--- src/rtl/pipe_pkg.sv ---
// Shared constants for the decode-stage hazard unit and its MDU scoreboard.
// Latency: n/a (constants only).
// Backpressure: n/a.
package pipe_pkg;

    localparam logic [1:0] FWD_REG  = 2'b00;
    localparam logic [1:0] FWD_EALU = 2'b01;
    localparam logic [1:0] FWD_MALU = 2'b10;
    localparam logic [1:0] FWD_MMO  = 2'b11;

    localparam int MUL_LAT_DEF = 4;
    localparam int DIV_LAT_DEF = 32;

endpackage

--- src/rtl/pipe_mdu_sb.sv ---
// MDU countdown scoreboard: tracks cycles until HI/LO become valid.
// Latency: busy rises the cycle after start and stays high for MUL_LAT/DIV_LAT cycles.
// Backpressure: none; the caller must not start while busy.
module pipe_mdu_sb
    import pipe_pkg::*;
#(
    parameter int MUL_LAT = MUL_LAT_DEF,
    parameter int DIV_LAT = DIV_LAT_DEF
) (
    input  logic clk,
    input  logic reset,
    input  logic start,
    input  logic is_div,
    output logic busy
);

    localparam int MAX_LAT = (MUL_LAT > DIV_LAT) ? MUL_LAT : DIV_LAT;
    localparam int CNTW    = $clog2(MAX_LAT + 1);

    logic [CNTW-1:0] cnt;

    always_ff @(posedge clk) begin
        if (reset) begin
            cnt <= '0;
        end else if (start) begin
            cnt <= is_div ? CNTW'(DIV_LAT) : CNTW'(MUL_LAT);
        end else if (cnt != '0) begin
            cnt <= cnt - CNTW'(1);
        end
    end

    // Still busy while cnt==1; dependents are released only once it reaches 0.
    assign busy = (cnt != '0);

endmodule

--- src/rtl/pipe_id_interlock.sv ---
// ID-stage operand forwarding, load/branch/MDU interlocks and stall counting.
// Latency: forwarding and stall are combinational; stall_cnt updates on the next edge.
// Backpressure: stall drops wpcir and inserts a bubble; the ID instruction is held.
module pipe_id_interlock
    import pipe_pkg::*;
#(
    parameter int XLEN    = 32,
    parameter int NREG    = 32,
    parameter int MUL_LAT = MUL_LAT_DEF,
    parameter int DIV_LAT = DIV_LAT_DEF,
    parameter int CW      = 32,
    localparam int AW     = $clog2(NREG)
) (
    input  logic            clk,
    input  logic            reset,
    input  logic            id_valid,
    input  logic [AW-1:0]   rs,
    input  logic [AW-1:0]   rt,
    input  logic            use_rs,
    input  logic            use_rt,
    input  logic            id_branch,
    input  logic            id_mdu_op,
    input  logic            id_mdu_div,
    input  logic            id_hilo_rd,
    input  logic [AW-1:0]   ern,
    input  logic [AW-1:0]   mrn,
    input  logic            ewreg,
    input  logic            em2reg,
    input  logic            mwreg,
    input  logic            mm2reg,
    input  logic [XLEN-1:0] qa,
    input  logic [XLEN-1:0] qb,
    input  logic [XLEN-1:0] ealu,
    input  logic [XLEN-1:0] malu,
    input  logic [XLEN-1:0] mmo,
    output logic [XLEN-1:0] da,
    output logic [XLEN-1:0] db,
    output logic [1:0]      fwda,
    output logic [1:0]      fwdb,
    output logic            wpcir,
    output logic            bubble,
    output logic            mdu_start,
    output logic            mdu_busy,
    output logic [CW-1:0]   stall_cnt
);

    function automatic logic [1:0] fwd_sel(
        input logic [AW-1:0] r,
        input logic [AW-1:0] e_rn,
        input logic          e_wr,
        input logic          e_ld,
        input logic [AW-1:0] m_rn,
        input logic          m_wr,
        input logic          m_ld
    );
        logic [1:0] sel;
        sel = FWD_REG;
        if (r != '0) begin
            if (e_wr && !e_ld && e_rn == r) begin
                sel = FWD_EALU;
            end else if (m_wr && m_rn == r) begin
                sel = m_ld ? FWD_MMO : FWD_MALU;
            end
        end
        return sel;
    endfunction

    function automatic logic [XLEN-1:0] fwd_mux(
        input logic [1:0]      sel,
        input logic [XLEN-1:0] q,
        input logic [XLEN-1:0] e,
        input logic [XLEN-1:0] m,
        input logic [XLEN-1:0] l
    );
        logic [XLEN-1:0] v;
        unique case (sel)
            FWD_EALU: v = e;
            FWD_MALU: v = m;
            FWD_MMO:  v = l;
            default:  v = q;
        endcase
        return v;
    endfunction

    always_comb begin
        fwda = fwd_sel(rs, ern, ewreg, em2reg, mrn, mwreg, mm2reg);
        fwdb = fwd_sel(rt, ern, ewreg, em2reg, mrn, mwreg, mm2reg);
        da   = fwd_mux(fwda, qa, ealu, malu, mmo);
        db   = fwd_mux(fwdb, qb, ealu, malu, mmo);
    end

    logic e_match;
    logic m_match;
    logic stall_lu;
    logic stall_br_e;
    logic stall_br_m;
    logic stall_md;
    logic stall;

    always_comb begin
        e_match    = (ern != '0) && ((use_rs && ern == rs) || (use_rt && ern == rt));
        m_match    = (mrn != '0) && ((use_rs && mrn == rs) || (use_rt && mrn == rt));
        stall_lu   = ewreg && em2reg && e_match;
        // Operands for an ID compare must exist by ID; an EX result never does.
        stall_br_e = id_branch && ewreg && e_match;
        stall_br_m = id_branch && mwreg && mm2reg && m_match;
        stall_md   = mdu_busy && (id_hilo_rd || id_mdu_op);
        stall      = id_valid && (stall_lu || stall_br_e || stall_br_m || stall_md);
        wpcir      = !stall;
        bubble     = stall;
        mdu_start  = id_valid && id_mdu_op && !stall;
    end

    pipe_mdu_sb #(
        .MUL_LAT (MUL_LAT),
        .DIV_LAT (DIV_LAT)
    ) u_mdu_sb (
        .clk    (clk),
        .reset  (reset),
        .start  (mdu_start),
        .is_div (id_mdu_div),
        .busy   (mdu_busy)
    );

    always_ff @(posedge clk) begin
        if (reset) begin
            stall_cnt <= '0;
        end else if (stall && stall_cnt != '1) begin
            stall_cnt <= stall_cnt + CW'(1);
        end
    end

endmodule

--- config.mk ---
export PLATFORM = sky130hd
export DESIGN_NAME = pipe_id_interlock
export DESIGN_NICKNAME = d
export VERILOG_FILES = /design/src/rtl/pipe_pkg.sv /design/src/rtl/pipe_mdu_sb.sv /design/src/rtl/pipe_id_interlock.sv
export SDC_FILE = /design/constraint.sdc
export NUM_CORES = 1
export LEC_CHECK = 0
export ABC_AREA = 1
export BUFFER_PORTS_ARGS = -buffer_cell sky130_fd_sc_hd__buf_4
export CAP_MARGIN = 20
export CORE_MARGIN = 1
export CORE_UTILIZATION = 35
export CTS_CLUSTER_DIAMETER = 120
export DETAILED_ROUTE_END_ITERATION = 16
export PLACE_DENSITY = 0.73
export SLEW_MARGIN = 20
export SYNTH_ARGS = -nofsm -noshare
export SYNTH_HDL_FRONTEND = slang
export SYNTH_SLANG_ARGS = --single-unit
--- constraint.sdc ---
create_clock -name clk -period 2.5 [get_ports clk]
set_clock_uncertainty 0.05 [all_clocks]
set_input_delay 0.25 -clock clk [delete_from_list [all_inputs] [get_ports clk]]
set_output_delay 0.25 -clock clk [all_outputs]
set_load 0.02 [all_outputs]
; Yosys cells after proc, flatten, opt, wreduce, memory -nomap -nowiden
; Index checks and enable logic that the tools add are counted.
[totals]
register_bits = 38
in_bits = 193
[classes]
reduce_logical = 37
addsub = 2
mux = 12
n_eq_ne = 11
[op_table]
columns = op, count
row1 = $pmux 32 s3, 2
row2 = $add 32x1->32 const B, 1
row3 = $ne 32x32->1 const B, 1
row4 = $logic_and 1x1->1, 23
row5 = $eq 5x5->1, 4
row6 = $reduce_bool 5->1, 4
row7 = $mux 6, 3
row8 = $mux 2, 6
row9 = $eq 2x2->1 const B, 4
row10 = $logic_or 1x1->1, 6
row11 = $reduce_bool 6->1, 1
row12 = $sub 6x1->6 const B, 1
row13 = $eq 2x1->1 const B, 2
row14 = $logic_not 1->1, 2
row15 = $reduce_bool 2->1, 1
row16 = $mux 1, 1

; Logic depth before layout (Yosys ltp)
; Gate-level depths: netlist (run 1).
[depth]
ltp_word = 12
ltp_mapped = 13
depth_no_buf = 12

; By module
; From an unflattened synthesis (run 1), not the netlist that was laid out.
[hier_totals]
cells_unflattened = 848
area_unflattened_um2 = 4777.1
[by_module_without_submodules]
columns = module, instances, area_per_inst_um2, cells_per_inst
row1 = pipe_id_interlock, 1, 4436.8, 805
row2 = pipe_mdu_sb, 1, 340.3, 43

; Worst setup path before layout (run 1)
; Ideal clock, no wire load.
[synth_path]
kind = reg-to-output
startpoint = reg u_mdu_sb.cnt[0]
endpoint = out bubble
path_slack_ns = 0.330
path_stages_with_launch = 11
arrival_time_ns = 1.870
cell_sequence = dfxtp_1 -> inv_1 -> ha_1 -> nand2_1 -> inv_1 -> nand3_1 -> o21ai_0 -> nand3_1 -> buf_2 -> nand2_1 -> inv_1
[synth_via]
elab_chain_len = 4
[synth_lines]
columns = item, line_no
row1 = from (decl), pipe_mdu_sb.sv:20  ; logic [CNTW-1:0] cnt;
row2 = from (signal assigned), pipe_mdu_sb.sv:26  ; cnt <= is_div ? CNTW'(DIV_LAT) : CNTW'(MUL_LAT);
row3 = from (signal assigned), pipe_mdu_sb.sv:28  ; cnt <= cnt - CNTW'(1);
row4 = $reduce_bool 6->1, pipe_mdu_sb.sv:33  ; assign busy = (cnt != '0);
row5 = named net mdu_busy, pipe_id_interlock.sv:43  ; output logic mdu_busy,
row6 = $logic_and 1x1->1, pipe_id_interlock.sv:107  ; stall_md = mdu_busy && (id_hilo_rd || id_mdu_op);
row7 = $logic_or 1x1->1, pipe_id_interlock.sv:108  ; stall = id_valid && (stall_lu || stall_br_e || stall_br_m || stall_md);
row8 = $logic_and 1x1->1, pipe_id_interlock.sv:108
row9 = to (decl), pipe_id_interlock.sv:41  ; output logic bubble,
; The timed path passes the listed nets, and every way through them passes these cells.

; Worst setup path in the final report (run 1)
[layout_path]
startpoint = in rt[2]
endpoint = out db[28]
[layout_via]
elab_chain_len = 7
word_cells_on_any_way = 12
cone_classes = eq/ne (5) / mux (4) / reduce/logical (3)
[layout_lines]
columns = item, line_no
row1 = from (decl), pipe_id_interlock.sv:18  ; input logic [AW-1:0] rt,
row2 = $eq 5x5->1, pipe_id_interlock.sv:61  ; end else if (m_wr && m_rn == r) begin
row3 = $logic_and 1x1->1, pipe_id_interlock.sv:61
row4 = $mux 2, pipe_id_interlock.sv:61
row5 = $mux 2, pipe_id_interlock.sv:59  ; if (e_wr && !e_ld && e_rn == r) begin
row6 = $mux 2 *, pipe_id_interlock.sv:58  ; if (r != '0) begin
row7 = $eq 2x2->1 / $eq 2x1->1 (equally long branches), pipe_id_interlock.sv:76  ; unique case (sel)
row8 = $pmux 32 s3 *, pipe_id_interlock.sv:76
row9 = to (decl), pipe_id_interlock.sv:37  ; output logic [XLEN-1:0] db,
; Every way passes the cells marked *; elsewhere a longest branch is shown, timed or not.

==> qor.txt, run 1 <==
R2r worst-path depth = 11
Die Area = 13800 sq um
Clock Latency Late Sink = 270 ps
Arr. time, crit path = 1940 ps
Setup tns final = 0 ps
Crit end category = output port
Max Clk Rate = 446 MHz
Startpoint types = input pin
Layout cells sized above 1 = 0.303
Gate count of the mapped netlist = 840
CTS Hold Buffers Added = 0
Core area = 12800 sq um
Num CTS Buffers = 5
Initial antenna violation count = 1
TritonCTS clock tree = done
Remaining DRCs = 0
Ports = 297
FF-to-FF setup slack = 360 ps
Post-synthesis net count = 1035
Pins Over Slew Limit = 0
DRT Pass-1 Iters = 7
Cell Rows = 41
Post-CTS Setup Inserts = 0
H-tree Lvls = 2
Port bufs = 296
Die X = 117 microns
Clk root buf = clkbuf_16
Worst-Margin Slew = 412 ps
Final worst-path cycle share = 0.898
R2r startpoint = stall_cnt[1]
Placed inst area = 7090 sq um
Synth top area cells = nand2_1, nand3_1, dfxtp_1
Routed via count = 7099
Ys async rst share = 0
Syn-to-layout area delta = 55.2%
Seq/Total Area, Yosys = 0.163
Final wirelength = 23600 microns
Vert. Die Dim = 117 microns
Final instance area = 7230 sq um
R2R Path End = stall_cnt[0]
Reg clk slew, reported paths = 60 ps
Most frequent cell after synthesis = nand2_1
Leakage Power = 0.00331 uW
Hold Path Stages = 4
# resized after CTS = 0
Clock buffer depth = 2
Total GRT Usage = 0.332
Final nets = 1301
Status = finished clean
Post-layout power = 2840 uW
First-pass GRT wire length = 36500 microns
Post-synth design cell area = 4660 sq um
YS warnings = 0
Endpoints failing hold = 0
Worst Hold Launch = id_mdu_div
CP required = 2200 ps
Slew HR = 0.723
DR iter-0 viols = 749
VDD IR max = 330 uV
Predominant post-synthesis flop cell = dfxtp_1
PwrDens = 392 nW/um^2
Commonest cells in the netlist = nand2_1, nand3_1, nand4_1
Mean Syn Cell Area = 5.55 sq um
Dpl hpwl = 18700 microns
Hold Path Sink = u_mdu_sb.cnt[2]
CP Max Fanout = 65
Synthesis-stage register bit count = 38
Top-area cell type share of the netlist area = 0.191
Largest net degree at the start of global routing = 66
Cell variety after synth = 28
Drt wl/cell = 18.5 microns
Vias in the first global route = 6561
Hold WC Path Type = in2reg
Largest area contributor in the netlist = nand2_1
Grt ovf = 0
Crit path kind = in2out
Post-synth EDFFs = 0
Clk sink count = 38
Setup violators final = 0
Initial Util = 0.364
RSZ-0062 raised after global routing = no
Min cycle time layout = 2240 ps
Post-DR vias/cell = 5.55
Routability Congestion = 1.10
Final ANT Viol Nets = 0
# Max-Cap Violations = 0
[layout make-up]
class / instances / area (sq um)
inverter: 59 / 221
clock buffer: 6 / 139
antenna: 1 / 2.50
tap: 172 / 215
fill: 1341 / 5590
timing repair buffer: 318 / 2500
multi-input combinational: 684 / 3400
sequential: 38 / 761
[cell families after synthesis]
kind of cell	share of synthesized area
XOR/XNOR	0.0770
flip-flops	0.163
AND/OR/NAND/NOR	0.599
adder cells (fa/ha/maj)	0.00537
AO/OA/AOI/OAI	0.0440
buffers and inverters	0.112
[cell usage in the layout (no fill, tap or decap), types with 2 or more instances in the layout]
cell,synthesis,layout
nand2_1,237,236
nand4_1,104,104
buf_12,0,9
o21ai_0,3,3
nand3_1,174,173
nand2_2,2,3
clkbuf_16,0,5
a21oi_1,32,32
nor3_1,19,19
xor2_1,29,29
inv_1,58,58
buf_4,5,309
dfxtp_1,38,38
nor2_1,59,56
nor2_2,1,4
nor4_1,3,3
nand3_2,1,2
xnor2_1,12,12
ha_1,2,2
[how the worst max path moves through the flow]
stage                         start  slack, ps   endpoint
floorplan           u_mdu_sb.cnt[0]        330     bubble
global placement              rt[3]        300     db[17]
detailed placement            rt[3]        300     db[28]
CTS                 u_mdu_sb.cnt[0]        250  mdu_start
global route        u_mdu_sb.cnt[0]         30  mdu_start
finish                        rt[2]        260     db[28]
[registers in the layout, summed over array words and instances (netlist names)]
register,count
stall_cnt,32
u_mdu_sb.cnt,6
[worst max-delay path, stage by stage]
cell,delay [ps]
buf_4,120
inv_1,80
nand2_1,70
nor4_1,300
inv_1,140
nand3_2,150
buf_12,300
nand3_1,140
nand4_1,200
buf_4,180
[power by group]
| part | internal, uW | switching [uW] | total (uW) | leakage, uW |
|---|---|---|---|---|
| sequential | 661 | 33.1 | 694 | 0.000308 |
| clock | 385 | 226 | 611 | 0.0000688 |
| combinational | 652 | 880 | 1530 | 0.00293 |
| total | 1700 | 1140 | 2840 | 0.00331 |
[per-stage QoR]
stage / utilization / setup WS, ps / hold WS (ps) / std cells
after floorplan: - / 330 / 413 / 840
after global placement: 0.553 / 297 / 424 / 1271
after detailed placement: 0.553 / 300 / 430 / 1271
after CTS: 0.564 / 246 / 288 / 1277
after global routing: 0.564 / 28.3 / 336 / 1278
final: 0.564 / 256 / 289 / 1278
[layer usage]
layer	up-vias	GRT usage	wire length (microns)	part of all wire
met3	50	0.0700	2230	0.094
met2	390	0.522	10700	0.45
met1	3255	0.439	9810	0.42
met5	-	0	0	0
met4	0	0.130	924	0.039
li1	3404	-	-	-
(Power assumes the default switching activity.)
==> run 2: changes to the inputs <==
--- a/config.mk
+++ b/config.mk
@@ -5,14 +5,13 @@
 export SDC_FILE = /design/constraint.sdc
 export NUM_CORES = 1
 export LEC_CHECK = 0
-export ABC_AREA = 1
 export BUFFER_PORTS_ARGS = -buffer_cell sky130_fd_sc_hd__buf_4
 export CAP_MARGIN = 20
-export CORE_MARGIN = 1
-export CORE_UTILIZATION = 35
+export CORE_AREA = 2 2 115 117
 export CTS_CLUSTER_DIAMETER = 120
 export DETAILED_ROUTE_END_ITERATION = 16
-export PLACE_DENSITY = 0.73
+export DIE_AREA = 0 0 117 119
+export PLACE_DENSITY = 0.71
 export SLEW_MARGIN = 20
 export SYNTH_ARGS = -nofsm -noshare
 export SYNTH_HDL_FRONTEND = slang
==> qor.txt, run 2 <==
Register area = 761 sq um (unchanged)
Remaining DRCs = 0 (unchanged)
# Max-Cap Violations = 0 (unchanged)
Hold_ws = 127 ps (-161 ps)
Largest net degree at the start of global routing = 44 (-33%)
YS warnings = 0 (unchanged)
Drt wl/cell = 21.0 microns (+14%)
Dpl hpwl = 17700 microns (-5.1%)
First-pass GRT wire length = 29500 microns (-19%)
Setup ws final = 103 ps (-153 ps)
Commonest cells in the netlist = mux2i_1, nand2_1, o21ai_0
Min cycle time layout = 2400 ps (+153 ps)
TritonCTS clock tree = done
Final worst-path cycle share = 0.959 (+0.0611)
Cell Rows = 42 (+2.4%)
H-tree Lvls = 2 (unchanged)
PwrDens = 376 nW/um^2 (-4.2%)
Clock buffer depth = 2 (unchanged)
Endpoints failing hold = 0 (unchanged)
Final instance area = 6880 sq um (-4.9%)
Synthesis-stage register bit count = 38 (unchanged)
Most common cell after layout, fill and taps aside = buf_4
Max Clk Rate = 417 MHz (-6.4%)
Setup violators final = 0 (unchanged)
Die X = 117 microns (-0.35%)
RSZ-0062 raised after global routing = no
Placed inst area = 6660 sq um (-6.1%)
Synth top area cells = mux2i_1, dfxtp_1, mux2_2
Die Area = 13900 sq um (+1.0%)
Core area = 12900 sq um (+0.39%)
Startpoint types = input pin
Filler cell count = 1248 (-6.9%)
Ports = 297 (unchanged)
Port bufs = 296 (unchanged)
Layout cells sized above 1 = 0.480 (+0.176)
Initial Util = 0.317 (-0.0463)
Total GRT Usage = 0.284 (-0.0471)
Largest area contributor in the netlist = mux2i_1
Status = finished clean
Hold WC Path Type = in2reg
Cell variety after synth = 48 (+71%)
Post-layout util = 0.534 (-0.0300)
DRT Pass-1 Iters = 4 (-3)
Grt ovf = 0 (unchanged)
CP Max Fanout = 16 (-75%)
Syn-to-layout area delta = 68.4%
Clk sink count = 38 (unchanged)
Top-area cell type share of the netlist area = 0.233 (+0.0420)
Mean Syn Cell Area = 8.06 sq um (+45%)
Multi-input gate area = 3190 sq um (-6.0%)
Post-synth design cell area = 4080 sq um (-12%)
Crit end category = output port
Arr. time, crit path = 2100 ps (+160 ps)
Routed via count = 5078 (-28%)
Largest regs = stall_cnt x32, u_mdu_sb.cnt x6
Post-synth EDFFs = 0 (unchanged)
CTS Hold Buffers Added = 0 (unchanged)
Max reg flops = 32 (unchanged)
Num CTS Buffers = 5 (unchanged)
Crit path kind = in2out
Most frequent cell after synthesis = mux2i_1
Gate count of the mapped netlist = 507 (-40%)
Final nets = 1003 (-23%)
Slew HR = 0.678 (-0.0451)
Seq/Total Area, Yosys = 0.186 (+0.0231)
Post-DR vias/cell = 5.12 (-7.8%)
Final wirelength = 20900 microns (-12%)
Most flops, register = stall_cnt
Most frequent cells in the layout = buf_4, mux2i_1, nand2_1
Vias in the first global route = 4904 (-25%)
Final ANT Viol Nets = 0 (unchanged)
DR iter-0 viols = 266 (-64%)
Initial antenna violation count = 12 (+11)
Leakage Power = 0.00333 uW (+0.77%)
Ys async rst share = 0 (unchanged)
Setup WS pre-CTS = 12.6 ps (-288 ps)
VDD IR max = 449 uV (+36%)
Predominant post-synthesis flop cell = dfxtp_1
Reg clk slew, reported paths = 50 ps (about the same)
Vert. Die Dim = 119 microns (+1.4%)
Routability Congestion = 0.943 (-14%)
Pins Over Slew Limit = 0 (unchanged)
Post-synthesis net count = 702 (-32%)
Setup tns final = 0 ps (unchanged)
Clk root buf = clkbuf_16
Clock Latency Late Sink = 270 ps (about the same)
CP required = 2200 ps (about the same)
Worst-Margin Slew = 479 ps (+67.3 ps)
==> run 2: cell types whose count changed in the layout (fill, tap and decap cells not counted), moves of 12 or more <==
cell	previous run	this run
a21oi_1	32	20
inv_1	58	11
mux2_2	0	38
mux2i_1	0	95
nand2_1	236	46
nand3_1	173	22
nand4_1	104	10
nor2_1	56	30
o21ai_0	3	43
or3_1	0	12
==> run 2: report_power, final <==
part | switching (uW) | leakage, uW | internal (uW)
Combinational | 638 | 0.00296 | 644
Clock | 219 | 0.0000689 | 385
Sequential | 44.1 | 0.000307 | 652
Total | 901 | 0.00333 | 1680
==> run 2: cells by family after synthesis <==
logic type,share of synthesized area
AND/OR/NAND/NOR,0.243
XOR/XNOR,0.0622
adder cells (fa/ha/maj),0.00613
flip-flops,0.186
multiplexers,0.338
buffers and inverters,0.0420
AO/OA/AOI/OAI,0.123
==> run 2: critical path: stages <==
cell and delay, ps:
buf_4 130, or4_1 510, nor2_1 130, nand4b_1 270, buf_12 210, mux2i_1 370, buf_4 210
==> run 2: layout make-up <==
class	count	share of cell area
tap	176	0.0320
antenna	8	0.00291
timing repair buffer	322	0.364
sequential	38	0.111
multi-input combinational	430	0.464
clock buffer	6	0.0202
inverter	11	0.00600
==> run 2: final timing paths <==
kind                 startpoint              end  slack, ps  cells after the start
setup / recovery          rt[1]           db[24]        100                      7
hold / removal       id_mdu_div  u_mdu_sb.cnt[2]        130                      2
setup reg to reg   stall_cnt[5]    stall_cnt[27]        240                      6
hold reg to reg   stall_cnt[23]    stall_cnt[23]        450                      2
==> run 2: metal layers <==
metal / up-vias / share of wire / track usage
met3: 42 / 0.12 / 0.143
met1: 2335 / 0.41 / 0.346
met4: 10 / 0.024 / 0.0713
li1: 2478 / - / -
met5: - / 0.0033 / 0
met2: 213 / 0.44 / 0.445
==> run 2: stage by stage <==
stage	cells	power (uW)
6_report	991	2580
5_1_grt	983	2730
4_1_cts	981	2590
3_5_place_dp	975	1980
3_3_place_gp	975	1970
2_1_floorplan	507	1360
==> run 2: what timing repair did <==
action / 4_1_cts / 5_1_grt
buffers inserted: 0 / 1
endpoints found under the setup margin: 0 / 44
hold endpoints to repair: 0 / 0
gates resized for setup: 0 / 6
==> run 3: changes to the inputs <==
--- a/config.mk
+++ b/config.mk
@@ -7,11 +7,11 @@
 export LEC_CHECK = 0
 export BUFFER_PORTS_ARGS = -buffer_cell sky130_fd_sc_hd__buf_4
 export CAP_MARGIN = 20
-export CORE_AREA = 2 2 115 117
+export CORE_AREA = 2 2 114 116
 export CTS_CLUSTER_DIAMETER = 120
 export DETAILED_ROUTE_END_ITERATION = 16
-export DIE_AREA = 0 0 117 119
-export PLACE_DENSITY = 0.71
+export DIE_AREA = 0 0 116 118
+export PLACE_DENSITY = 0.72
 export SLEW_MARGIN = 20
 export SYNTH_ARGS = -nofsm -noshare
 export SYNTH_HDL_FRONTEND = slang
==> qor.txt, run 3 (synthesis results as in run 2) <==
Ports = 297 (unchanged)
Vias in the first global route = 4667 (-4.8%)
Most flops, register = stall_cnt
Net switching power = 918 uW (+1.9%)
CP Max Fanout = 15 (-1)
Syn-to-layout area delta = 66.5%
Clk root buf = clkbuf_16
Total GRT Usage = 0.267 (-0.0171)
Leakage Power = 0.00329 uW (-1.2%)
Max Clk Rate = 418 MHz (+0.12%)
Endpoints failing hold = 0 (unchanged)
DR iter-0 viols = 192 (-28%)
Core area = 12400 sq um (-3.6%)
Final worst-path cycle share = 0.958 (-0.00116)
Clock buffer depth = 2 (unchanged)
Max reg flops = 32 (unchanged)
PwrDens = 381 nW/um^2 (+1.4%)
VDD IR max = 289 uV (-36%)
Vert. Die Dim = 118 microns (-0.84%)
Min cycle time layout = 2390 ps (-2.91 ps)
Sw Share = 0.355 (+0.00566)
Arr. time, crit path = 2090 ps (about the same)
Pins Over Slew Limit = 0 (unchanged)
Initial antenna violation count = 15 (+3)
Crit end category = output port
Setup tns final = 0 ps (unchanged)
Post-DR vias/cell = 5.16 (+0.66%)
Drt wl/cell = 19.7 microns (-6.6%)
Worst-Margin Slew = 468 ps (-11.3 ps)
DRT Pass-1 Iters = 5 (+1)
Num CTS Buffers = 5 (unchanged)
Initial Util = 0.329 (+0.0118)
TritonCTS clock tree = done
Largest net degree at the start of global routing = 48 (+9.1%)
Clk sink count = 38 (unchanged)
Remaining DRCs = 0 (unchanged)
First-pass GRT wire length = 27500 microns (-6.8%)
Finished Layout Cells = 976 (-1.5%)
Routability Congestion = 1.03 (+8.7%)
Sequential power share = 0.268 (-0.002)
Die Area = 13700 sq um (-1.7%)
Final ANT Viol Nets = 0 (unchanged)
Port bufs = 296 (unchanged)
Clock power share = 0.239 (+0.005)
Grt ovf = 0 (unchanged)
Die X = 116 microns (-0.85%)
Clock Latency Late Sink = 280 ps (about the same)
Post-layout util = 0.548 (+0.0135)
Most frequent cells in the layout = buf_4, mux2i_1, nand2_1
Cell Rows = 41 (-2.4%)
CTS Hold Buffers Added = 0 (unchanged)
Final wirelength = 19200 microns (-8.0%)
Layout cells sized above 1 = 0.473 (-0.00646)
CP required = 2200 ps (about the same)
Reg clk slew, reported paths = 60 ps (about the same)
Status = finished clean
Internal cell power = 1670 uW (-0.60%)
# Max-Cap Violations = 0 (unchanged)
Largest regs = stall_cnt x32, u_mdu_sb.cnt x6
Crit path kind = in2out
Routed via count = 5034 (-0.87%)
Placed cells = 964 (-1.1%)
Setup violators final = 0 (unchanged)
Dpl hpwl = 16000 microns (-9.7%)
Startpoint types = input pin
H-tree Lvls = 2 (unchanged)
Slew HR = 0.686 (+0.00761)
Combinational Power Share = 0.493 (-0.003)
Hold WC Path Type = in2reg
Post-CTS Setup Inserts = 0 (unchanged)
Most common cell after layout, fill and taps aside = buf_4
Final nets = 995 (-0.80%)
RSZ-0062 raised after global routing = yes
Filler cell count = 1234 (-1.1%)
[run 3: cell count changes in the layout (fill, tap and decap cells not counted), sizes merged]
cell	change
diode	-3
clkbuf	-1
buf	-8
bufbuf	+1
[run 3: critical path: stages]
cell and delay [ps]:
buf_4 120, or4_1 580, nor2_4 160, and4b_1 200, nand2_1 140, buf_4 230
nand2_1 60, o21ai_0 130, buf_4 210
[run 3: through the flow]
step                      setup slack, ps  hold slack, ps  power, uW  cell area, sq um
after global placement               14.8             419       1960              6590
after global routing                -3.73             126       2750              6790
after CTS                            24.4             130       2610              6760
after floorplan                      91.0             313       1360              4080
final                                 106             132       2590              6800
after detailed placement             11.4             426       1980              6590
[run 3: repair_timing]
item	CTS	global route
pin swaps	0	2
cloned	1	0
endpoints found under the setup margin	1	55
resized for setup	0	6
[run 3: power by group through the flow]
stage                     combinational, uW  sequential (uW)  clock [uW]
after global placement                 1260              707           0
after CTS                              1280              695         634
final                                  1280              695         619
after global routing                   1380              704         667
after floorplan                         651              711           0
after detailed placement               1270              707           0
[run 3: worst paths after layout]
| check | start | end | slack [ps] | cells past startpoint |
|---|---|---|---|---|
| setup / recovery | rs[3] | da[15] | 110 | 9 |
| hold reg to reg | stall_cnt[31] | stall_cnt[31] | 440 | 2 |
| setup reg to reg | stall_cnt[4] | stall_cnt[25] | 200 | 6 |
| hold / removal | id_mdu_div | u_mdu_sb.cnt[2] | 130 | 2 |
[run 3: per-layer routing]
layer  routed length [microns]  share of wire  vias up  track usage
li1                          -              -     2458            -
met1                      8260           0.43     2298        0.346
met2                      8150           0.43      222        0.399
met3                      2300           0.12       38        0.136
met4                       342          0.018       18       0.0521
met5                       123         0.0064        -            0
[run 3: cell type report]
type | count | area (sq um) | area share
Multi-Input combinational cell | 430 | 3190 | 0.470
Timing Repair Buffer | 314 | 2440 | 0.358
Sequential cell | 38 | 761 | 0.112
Tap cell | 172 | 215 | 0.0317
Clock buffer | 6 | 139 | 0.0204
Inverter | 11 | 41.3 | 0.00607
Antenna cell | 5 | 12.5 | 0.00184
